===== config.mk =====
export PLATFORM = sky130hd
export DESIGN_NAME = vga_timing_core
export DESIGN_NICKNAME = d
export VERILOG_FILES = /design/src/rtl/vga_pkg.sv /design/src/rtl/vga_delay_line.sv /design/src/rtl/vga_timing_core.sv
export SDC_FILE = /design/constraint.sdc
export NUM_CORES = 1
export LEC_CHECK = 0
export BUFFER_PORTS_ARGS = -buffer_cell sky130_fd_sc_hd__buf_2
export CAP_MARGIN = 40
export CORE_UTILIZATION = 38
export CTS_CLUSTER_DIAMETER = 120
export DETAILED_ROUTE_END_ITERATION = 10
export SLEW_MARGIN = 20
export SYNTH_ARGS = -nofsm -noshare
export SYNTH_HDL_FRONTEND = slang
export SYNTH_SLANG_ARGS = --single-unit

===== constraint.sdc =====
create_clock -name clk -period 1.9 [get_ports clk]
set_clock_uncertainty 0.2 [all_clocks]
set_input_delay 0.38 -clock clk [delete_from_list [all_inputs] [get_ports clk]]
set_output_delay 0.38 -clock clk [all_outputs]
set_load 0.05 [all_outputs]

===== src/rtl/vga_pkg.sv =====
// Shared VGA timing definitions: default 640x480@60 constants, a per-axis timing
// record and the colour bit-replication helper used by vga_timing_core.
package vga_pkg;

    localparam int DEF_H_ACTIVE = 640;
    localparam int DEF_H_FP     = 16;
    localparam int DEF_H_SYNC   = 96;
    localparam int DEF_H_BP     = 48;
    localparam int DEF_V_ACTIVE = 480;
    localparam int DEF_V_FP     = 10;
    localparam int DEF_V_SYNC   = 2;
    localparam int DEF_V_BP     = 33;

    typedef struct packed {
        int active;
        int fp;
        int sync;
        int bp;
    } vga_timing_t;

    function automatic int timing_total(input vga_timing_t t);
        return t.active + t.fp + t.sync + t.bp;
    endfunction

    // Repeats the w-bit pattern from its MSB down across ow bits; with ow < w only
    // the MSBs survive. Result is left in the low ow bits.
    function automatic logic [15:0] expand_colour(input logic [15:0] c, input int w, input int ow);
        logic [15:0] r;
        r = '0;
        for (int i = 0; i < 16; i++) begin
            if (i < ow) begin
                r[4'(ow - 1 - i)] = c[4'(w - 1 - (i % w))];
            end
        end
        return r;
    endfunction

endpackage


===== src/rtl/vga_delay_line.sv =====
// Enabled shift register of DEPTH stages, W bits wide; DEPTH = 0 is a wire.
module vga_delay_line #(
    parameter int W     = 3,
    parameter int DEPTH = 2
) (
    input  logic         clk,
    input  logic         rst_n,
    input  logic         en,
    input  logic [W-1:0] d,
    output logic [W-1:0] q
);

    if (DEPTH == 0) begin : g_pass
        assign q = d;
    end else begin : g_shift
        logic [W-1:0] stage [DEPTH];

        always_ff @(posedge clk or negedge rst_n) begin
            if (!rst_n) begin
                stage[0] <= '0;
            end else if (en) begin
                stage[0] <= d;
            end
        end

        for (genvar gi = 1; gi < DEPTH; gi++) begin : g_stage
            always_ff @(posedge clk or negedge rst_n) begin
                if (!rst_n) begin
                    stage[gi] <= '0;
                end else if (en) begin
                    stage[gi] <= stage[gi-1];
                end
            end
        end

        assign q = stage[DEPTH-1];
    end

endmodule


===== src/rtl/vga_timing_core.sv =====
// Configurable VGA raster engine: pixel strobe, raster counters, pipelined sync/blank
// and colour output. Define VGA_TEST_PATTERN_EN to add the test_mode colour-bar input.
module vga_timing_core
    import vga_pkg::*;
#(
    parameter int CLK_DIV  = 4,
    parameter int H_ACTIVE = DEF_H_ACTIVE,
    parameter int H_FP     = DEF_H_FP,
    parameter int H_SYNC   = DEF_H_SYNC,
    parameter int H_BP     = DEF_H_BP,
    parameter int V_ACTIVE = DEF_V_ACTIVE,
    parameter int V_FP     = DEF_V_FP,
    parameter int V_SYNC   = DEF_V_SYNC,
    parameter int V_BP     = DEF_V_BP,
    parameter bit HS_POL   = 1'b0,
    parameter bit VS_POL   = 1'b0,
    parameter int PIPE     = 2,
    parameter int R_W      = 3,
    parameter int G_W      = 3,
    parameter int B_W      = 2,
    parameter int OUT_W    = 4,
    parameter int CNT_W    = 10
) (
    input  logic             clk,
    input  logic             rst_n,
`ifdef VGA_TEST_PATTERN_EN
    input  logic             test_mode,
`endif
    input  logic [R_W-1:0]   in_r,
    input  logic [G_W-1:0]   in_g,
    input  logic [B_W-1:0]   in_b,
    output logic [CNT_W-1:0] hc,
    output logic [CNT_W-1:0] vc,
    output logic             pix_en,
    output logic             line_start,
    output logic             frame_start,
    output logic             hsync,
    output logic             vsync,
    output logic             active,
    output logic [OUT_W-1:0] vga_r,
    output logic [OUT_W-1:0] vga_g,
    output logic [OUT_W-1:0] vga_b
);

    localparam vga_timing_t H_T = '{H_ACTIVE, H_FP, H_SYNC, H_BP};
    localparam vga_timing_t V_T = '{V_ACTIVE, V_FP, V_SYNC, V_BP};
    localparam int H_TOTAL = timing_total(H_T);
    localparam int V_TOTAL = timing_total(V_T);
    localparam int DIV_W   = (CLK_DIV > 1) ? $clog2(CLK_DIV) : 1;

    localparam logic [DIV_W-1:0] DIV_LAST = DIV_W'(CLK_DIV - 1);
    localparam logic [CNT_W-1:0] H_LAST   = CNT_W'(H_TOTAL - 1);
    localparam logic [CNT_W-1:0] V_LAST   = CNT_W'(V_TOTAL - 1);
    localparam logic [CNT_W-1:0] H_ACT_C  = CNT_W'(H_T.active);
    localparam logic [CNT_W-1:0] V_ACT_C  = CNT_W'(V_T.active);
    localparam logic [CNT_W-1:0] HS_FIRST = CNT_W'(H_T.active + H_T.fp);
    localparam logic [CNT_W-1:0] HS_LAST  = CNT_W'(H_T.active + H_T.fp + H_T.sync - 1);
    localparam logic [CNT_W-1:0] VS_FIRST = CNT_W'(V_T.active + V_T.fp);
    localparam logic [CNT_W-1:0] VS_LAST  = CNT_W'(V_T.active + V_T.fp + V_T.sync - 1);

    if (H_TOTAL > (1 << CNT_W) || V_TOTAL > (1 << CNT_W)) begin : g_cnt_w_check
        $error("vga_timing_core: CNT_W too narrow for H_TOTAL/V_TOTAL");
    end
    if (CLK_DIV < 1 || PIPE < 0 || PIPE > 7) begin : g_param_check
        $error("vga_timing_core: CLK_DIV must be >= 1 and PIPE in 0..7");
    end

    logic [DIV_W-1:0] div_cnt;

    // pix_en is registered so it is low in reset and the first strobe lands CLK_DIV clocks after release.
    always_ff @(posedge clk or negedge rst_n) begin
        if (!rst_n) begin
            div_cnt <= '0;
            pix_en  <= 1'b0;
        end else begin
            pix_en  <= (div_cnt == DIV_LAST);
            div_cnt <= (div_cnt == DIV_LAST) ? '0 : div_cnt + DIV_W'(1);
        end
    end

    always_ff @(posedge clk or negedge rst_n) begin
        if (!rst_n) begin
            hc <= '0;
            vc <= '0;
        end else if (pix_en) begin
            if (hc == H_LAST) begin
                hc <= '0;
                vc <= (vc == V_LAST) ? '0 : vc + CNT_W'(1);
            end else begin
                hc <= hc + CNT_W'(1);
            end
        end
    end

    assign line_start  = pix_en & (hc == '0);
    assign frame_start = line_start & (vc == '0);

    logic act, hs, vs;
    assign act = (hc < H_ACT_C) && (vc < V_ACT_C);
    assign hs  = (hc >= HS_FIRST) && (hc <= HS_LAST);
    assign vs  = (vc >= VS_FIRST) && (vc <= VS_LAST);

`ifdef VGA_TEST_PATTERN_EN
    localparam int DL_W = 3 + CNT_W;
    localparam logic [CNT_W-1:0] BAR_W_C = CNT_W'(H_ACTIVE / 8);
`else
    localparam int DL_W = 3;
`endif

    logic [DL_W-1:0] dl_in, dl_out;
    logic act_d, hs_d, vs_d;

`ifdef VGA_TEST_PATTERN_EN
    logic [CNT_W-1:0] hc_d;
    logic [2:0]       bar;
    assign dl_in = {hc, act, hs, vs};
    assign hc_d  = dl_out[DL_W-1:3];
    assign bar   = 3'(hc_d / BAR_W_C);
`else
    assign dl_in = {act, hs, vs};
`endif
    assign act_d = dl_out[2];
    assign hs_d  = dl_out[1];
    assign vs_d  = dl_out[0];

    vga_delay_line #(
        .W     (DL_W),
        .DEPTH (PIPE)
    ) u_delay (
        .clk   (clk),
        .rst_n (rst_n),
        .en    (pix_en),
        .d     (dl_in),
        .q     (dl_out)
    );

    logic [OUT_W-1:0] r_next, g_next, b_next;

    always_comb begin
        r_next = '0;
        g_next = '0;
        b_next = '0;
`ifdef VGA_TEST_PATTERN_EN
        if (act_d && test_mode) begin
            r_next = {OUT_W{bar[2]}};
            g_next = {OUT_W{bar[1]}};
            b_next = {OUT_W{bar[0]}};
        end else if (act_d) begin
`else
        if (act_d) begin
`endif
            r_next = OUT_W'(expand_colour(16'(in_r), R_W, OUT_W));
            g_next = OUT_W'(expand_colour(16'(in_g), G_W, OUT_W));
            b_next = OUT_W'(expand_colour(16'(in_b), B_W, OUT_W));
        end
    end

    always_ff @(posedge clk or negedge rst_n) begin
        if (!rst_n) begin
            hsync  <= ~HS_POL;
            vsync  <= ~VS_POL;
            active <= 1'b0;
            vga_r  <= '0;
            vga_g  <= '0;
            vga_b  <= '0;
        end else if (pix_en) begin
            hsync  <= hs_d ? HS_POL : ~HS_POL;
            vsync  <= vs_d ? VS_POL : ~VS_POL;
            active <= act_d;
            vga_r  <= r_next;
            vga_g  <= g_next;
            vga_b  <= b_next;
        end
    end

endmodule


After elaboration in Yosys (flattened, before gate mapping)
Index checks and enable logic that the tools add are counted.
{"block": "word_totals", "ff_bits": 44, "word_cells": 40, "input_bits": 10, "out_inout_bits": 38}
{"block": "op_classes", "bitwise": 2, "n_eq_ne": 3, "mux": 8, "order_cmp": 6, "add_sub_neg": 3, "reduce_logical": 6}
{"operator": "$add 10x1->10 const B", "n": 2}
{"operator": "$eq 10x10->1 const B", "n": 2}
{"operator": "$logic_not 10->1", "n": 2}
{"operator": "$mux 10", "n": 2}
{"operator": "$mux 4", "n": 3}
{"operator": "$ge 10x10->1 const B", "n": 1}
{"operator": "$ge 10x9->1 const B", "n": 1}
{"operator": "$le 10x10->1 const B", "n": 1}
{"operator": "$le 10x9->1 const B", "n": 1}
{"operator": "$lt 10x10->1 const B", "n": 1}
{"operator": "$lt 10x9->1 const B", "n": 1}
{"operator": "$logic_and 1x1->1", "n": 3}
{"operator": "$add 2x1->2 const B", "n": 1}
{"operator": "$and 1x1->1", "n": 2}
{"operator": "$eq 2x2->1 const B", "n": 1}
{"operator": "$mux 1", "n": 2}
{"operator": "$mux 2", "n": 1}
{"operator": "$reduce_and 2->1", "n": 1}

Logic depth before layout (Yosys ltp)
{"block": "depth", "depth_word": 3, "mapped_depth": 6, "depth_no_buf": 6}

Cells and area by module
A second synthesis with hierarchy kept.
{"block": "unflattened", "hier_cells": 187, "area_unflattened_um2": 2004.4}
{"mod": "vga_timing_core", "cells_each": 171, "n_inst": 1, "seq_area_each_um2": 853.3, "area_each_um2": 1730.4}
{"mod": "vga_delay_line", "cells_each": 16, "n_inst": 1, "seq_area_each_um2": 150.1, "area_each_um2": 274.0}

Worst setup path before layout
No wires, ideal clock.
{"block": "synth_timing", "path_type": "reg-to-output", "start": "register hc[0]", "end": "output port frame_start", "path_slack_ns": -0.808, "stages_incl_launch_ff": 6, "path_buffers": 0, "arrival_ns": 2.128, "t_required_ns": 1.320, "cell_sequence": "dfrtp_1 > inv_1 > ha_1 > nor4b_1 > and4_1 > and3_1"}
{"block": "synth_between", "elab_chain_cells": 3}
{"item": "start: declaration", "line_no": "vga_timing_core.sv:32", "text": "output logic [CNT_W-1:0] hc,"}
{"item": "start signal: assignment", "line_no": "vga_timing_core.sv:90", "text": "hc <= hc + CNT_W'(1);"}
{"item": "$logic_not 10->1", "line_no": "vga_timing_core.sv:95", "text": "assign line_start = pix_en & (hc == '0);"}
{"item": "$and 1x1->1", "line_no": "vga_timing_core.sv:95"}
{"item": "named net line_start", "line_no": "vga_timing_core.sv:35", "text": "output logic line_start,"}
{"item": "$and 1x1->1", "line_no": "vga_timing_core.sv:96", "text": "assign frame_start = line_start & (vc == '0);"}
{"item": "end: declaration", "line_no": "vga_timing_core.sv:36", "text": "output logic frame_start,"}
The timed path passes the listed nets, and every way through them passes these cells.

Worst setup path in the final report
{"block": "layout_timing", "start": "register hc[0]", "end": "output port frame_start"}
{"block": "layout_between", "elab_chain_cells": 3}
{"item": "$logic_not 10->1", "line_no": "vga_timing_core.sv:95"}
{"item": "$and 1x1->1", "line_no": "vga_timing_core.sv:95"}
{"item": "$and 1x1->1", "line_no": "vga_timing_core.sv:96"}
Every way passes these cells.

==> results.py <==
metrics = {
    "synth": {
        "synth_area_leader_cell": "dfrtp_1",
        "syn-num-nets": 204,
        "netlist_area_um2": 1900,
        "synthDistinctLibCells": 34,
        "synthTopCellsByArea": "dfrtp_1 50%, nand3_1 5.8%, o21ai_0 4.7%, inv_1 3.8%, ha_1 3.3%",
        "syn_avg_cell_area_um2": 10.0,
        "seq_area_frac_synth": 0.529,
        "syn_inst": 189,
        "yosys_warnings": 0,
        "ys_ff_latch": 40,
        "synth_top_area_frac": 0.501,
    },
    "clock_network": {
        "clk_pin_slew_worst_paths_ns": 0.07,
        "clock-root-buffer": "clkbuf_8",
        "h-tree-depth": 2,
        "cts_made_buffers": 5,
        "cts_buffer_depth": 2,
        "cts.sinks": 40,
        "cts_tree": "done",
        "clk_latency_ns": 0.29,
    },
    "sta": {
        "maxSlewViolCount": 0,
        "min_period_ns": 2.22,
        "finalHoldViolations": 0,
        "max_freq_mhz": 451,
        "setup-violations-final": 7,
        "finalCritPeriodShare": 1.17,
        "setup_slack_ns": -0.320,
        "worstMarginPinSlew_ns": 0.305,
        "maxSlewHeadroom": 0.795,
        "rsz0062_at_grt": "true",
    },
    "floorplan": {
        "core-area_um2": 4750,
        "io_pins": 48,
        "die_x_um": 72.7,
        "die_area_um2": 5280,
        "start_util": 0.399,
        "die-height_um": 72.7,
        "fp-row-count": 25,
    },
    "place": {
        "hpwl_um": 3080,
        "port_buffers": 47,
        "place.gp.congestion": 0.798,
    },
    "min_path": {
        "hold_path.class": "input port to register",
    },
    "route": {
        "finalWirelength_um": 4550,
        "drt-initial-drc-count": 86,
        "drc": 0,
        "dr_total_vias": 1702,
        "drtAntennaViolNets": 0,
        "viasPerCell": 4.85,
        "first_pass_iters": 4,
        "wl_per_cell_um": 13.0,
    },
    "outcome": {
        "status": "complete, but fails checks",
        "violations": "setup timing",
    },
    "power": {
        "peakVddDrop_mv": 0.358,
        "fin_total_pwr_w": 0.00164,
        "leakage_nw": 1.38,
        "power_density_nw_per_um2": 572,
    },
    "worst_setup_path": {
        "critPathMaxStageDelay_ns": 0.42,
        "critPathCaptureType": "output pin",
        "crit_fanout": 2,
        "path_cells": "inv_2 > ha_4 > nor4b_4 > and4_4 > and3_4 > buf_8",
        "crit_type": "register to output pin",
        "start_kind": "register",
        "cp.arrival_ns": 1.64,
        "path_buf_inv": 2,
        "crit_family": "simple AND/OR/NAND/NOR gates",
        "crit_required_ns": 1.32,
        "cp_slowest_cell": "dfrtp_2",
    },
    "global_routing": {
        "grt_pass1_vias": 1538,
        "track_usage": 0.178,
        "antenna_found_initial": 0,
        "grt_pass1_wl_um": 7110,
        "grt_remaining_overflow": 0,
        "grt_start_max_net_pins": 29,
    },
    "flow_run": {
        "cap_violations": 0,
    },
    "final_layout": {
        "diodes": 0,
        "syn_to_final_growth_pct": 51.0,
        "utilization": 0.602,
        "nets": 298,
        "drive_gt1_frac": 0.518,
        "fill_cells": 411,
    },
}
cell type report:
class                           count  area, µm²  share of cell area
Sequential cell                    40       1020               0.356
Multi-Input combinational cell    119        920               0.321
Timing Repair Buffer               98        659               0.230
Tap cell                           67       83.8              0.0293
Inverter                           19       73.8              0.0258
Clock buffer                        6       72.6              0.0253
Clock inverter                      2       35.0              0.0122
cell families (layout without fill, tap and decap cells):
kind of cell    after synthesis  count (layout)  share of synthesized area
compound gates               24              24                     0.0666
xor+xnor                     10              10                     0.0462
fa+ha+maj                     5               5                     0.0330
buf+inv                      30             125                     0.0693
flops                        40              40                      0.529
mux                           9               9                     0.0508
simple gates                 71              71                      0.205
per-layer routing:
layer | track usage | vias up | share of wire
met5 | 0 | - | 0
met4 | 0.0741 | 0 | 0.017
met3 | 0.0442 | 6 | 0.038
met2 | 0.276 | 51 | 0.47
met1 | 0.238 | 809 | 0.47
li1 | - | 836 | -
report_power, final:
group	switching [W]	internal, W
registers	0.00000444	0.000859
logic	0.0000748	0.0000221
clock network	0.000288	0.000390
total	0.000367	0.00127
through the flow:
stage	hold WS [ns]	TNS, ns	cell area, µm²	instances	setup slack [ns]
4_1_cts	0.122	-0.814	2730	345	-0.326
3_5_place_dp	0.0999	-0.284	2480	329	-0.181
5_1_grt	0.132	-1.70	2860	351	-0.397
2_1_floorplan	-0.116	-0.781	1940	189	-0.334
6_report	0.127	-1.03	2860	351	-0.320
3_3_place_gp	0.0966	-0.297	2480	329	-0.204
flip-flops by register name (all words and copies together) (netlist names):
register               cells
hsync                      1
u_delay.q                  3
vsync                      1
vga_r                      3
vga_b                      2
vc                        10
active                     1
u_delay.g_shift.stage      3
pix_en                     1
hc                        10
vga_g                      3
div_cnt                    2
final timing paths:
kind                               from           to  slack [ns]  depth (start not counted)
setup / recovery                  hc[0]  frame_start       -0.32                          6
hold / removal                  in_r[2]     vga_r[0]        0.13                          3
setup reg to reg                  hc[1]        vc[9]       -0.20                          7
hold reg to reg            u_delay.q[1]        hsync        0.22                          1
max in group asynchronous         rst_n        hc[8]        0.67                          3
min in group asynchronous         rst_n     vga_r[0]        0.32                          2
worst register-to-register path, stage by stage (launching register included):
cell and delay, ns:
dfrtp_2 0.38, buf_4 0.11, buf_6 0.09, ha_4 0.14, nand4_4 0.09, or3_4 0.36
or4_4 0.52, a21oi_2 0.14
Yosys cell counts:
| master | n |
|---|---|
| or4_1 | 1 |
| mux2_2 | 5 |
| clkbuf_1 | 4 |
| and4_1 | 2 |
| a21oi_1 | 4 |
| o31ai_1 | 1 |
| nand4_2 | 1 |
| buf_2 | 3 |
| mux2i_1 | 4 |
| nand4b_1 | 2 |
| nor4b_1 | 1 |
| nand3_1 | 22 |
| inv_1 | 19 |
| or2_2 | 1 |
| nor3_1 | 3 |
| o32ai_1 | 1 |
| dfrtp_1 | 38 |
| nand4_1 | 3 |
| or2_1 | 1 |
| xor2_1 | 5 |
| dfstp_2 | 2 |
| o21ai_0 | 18 |
| nand2b_1 | 1 |
| or3_1 | 1 |
| nor2b_1 | 2 |
| and4b_1 | 1 |
| and2_1 | 1 |
| nor4_1 | 2 |
| buf_4 | 4 |
| nor2_1 | 11 |
| nand2_1 | 8 |
| and3_1 | 7 |
| xnor2_1 | 5 |
| ha_1 | 5 |
cell usage in the layout (no fill, tap or decap), drive strengths merged, types with 2 or more instances in the layout:
| cell | count |
|---|---|
| inv | 19 |
| buf | 97 |
| mux2i | 4 |
| nand3 | 22 |
| nand4 | 4 |
| dfstp | 2 |
| a21oi | 4 |
| nor2 | 11 |
| dfrtp | 38 |
| nand2 | 8 |
| and4 | 2 |
| or2 | 2 |
| xnor2 | 5 |
| nor4 | 2 |
| nor2b | 2 |
| clkbuf | 6 |
| o21ai | 18 |
| nor3 | 3 |
| mux2 | 5 |
| ha | 5 |
| nand4b | 2 |
| and3 | 7 |
| xor2 | 5 |
repair_timing:
action / CTS / global route
hold buffers: 1 / 0
setup buffers: 7 / 6
endpoints found under the hold margin: 11 / 0
resized for setup: 19 / 21
pin swaps: 8 / 10
endpoints found under the setup margin: 5 / 14
(Power assumes the default switching activity.)
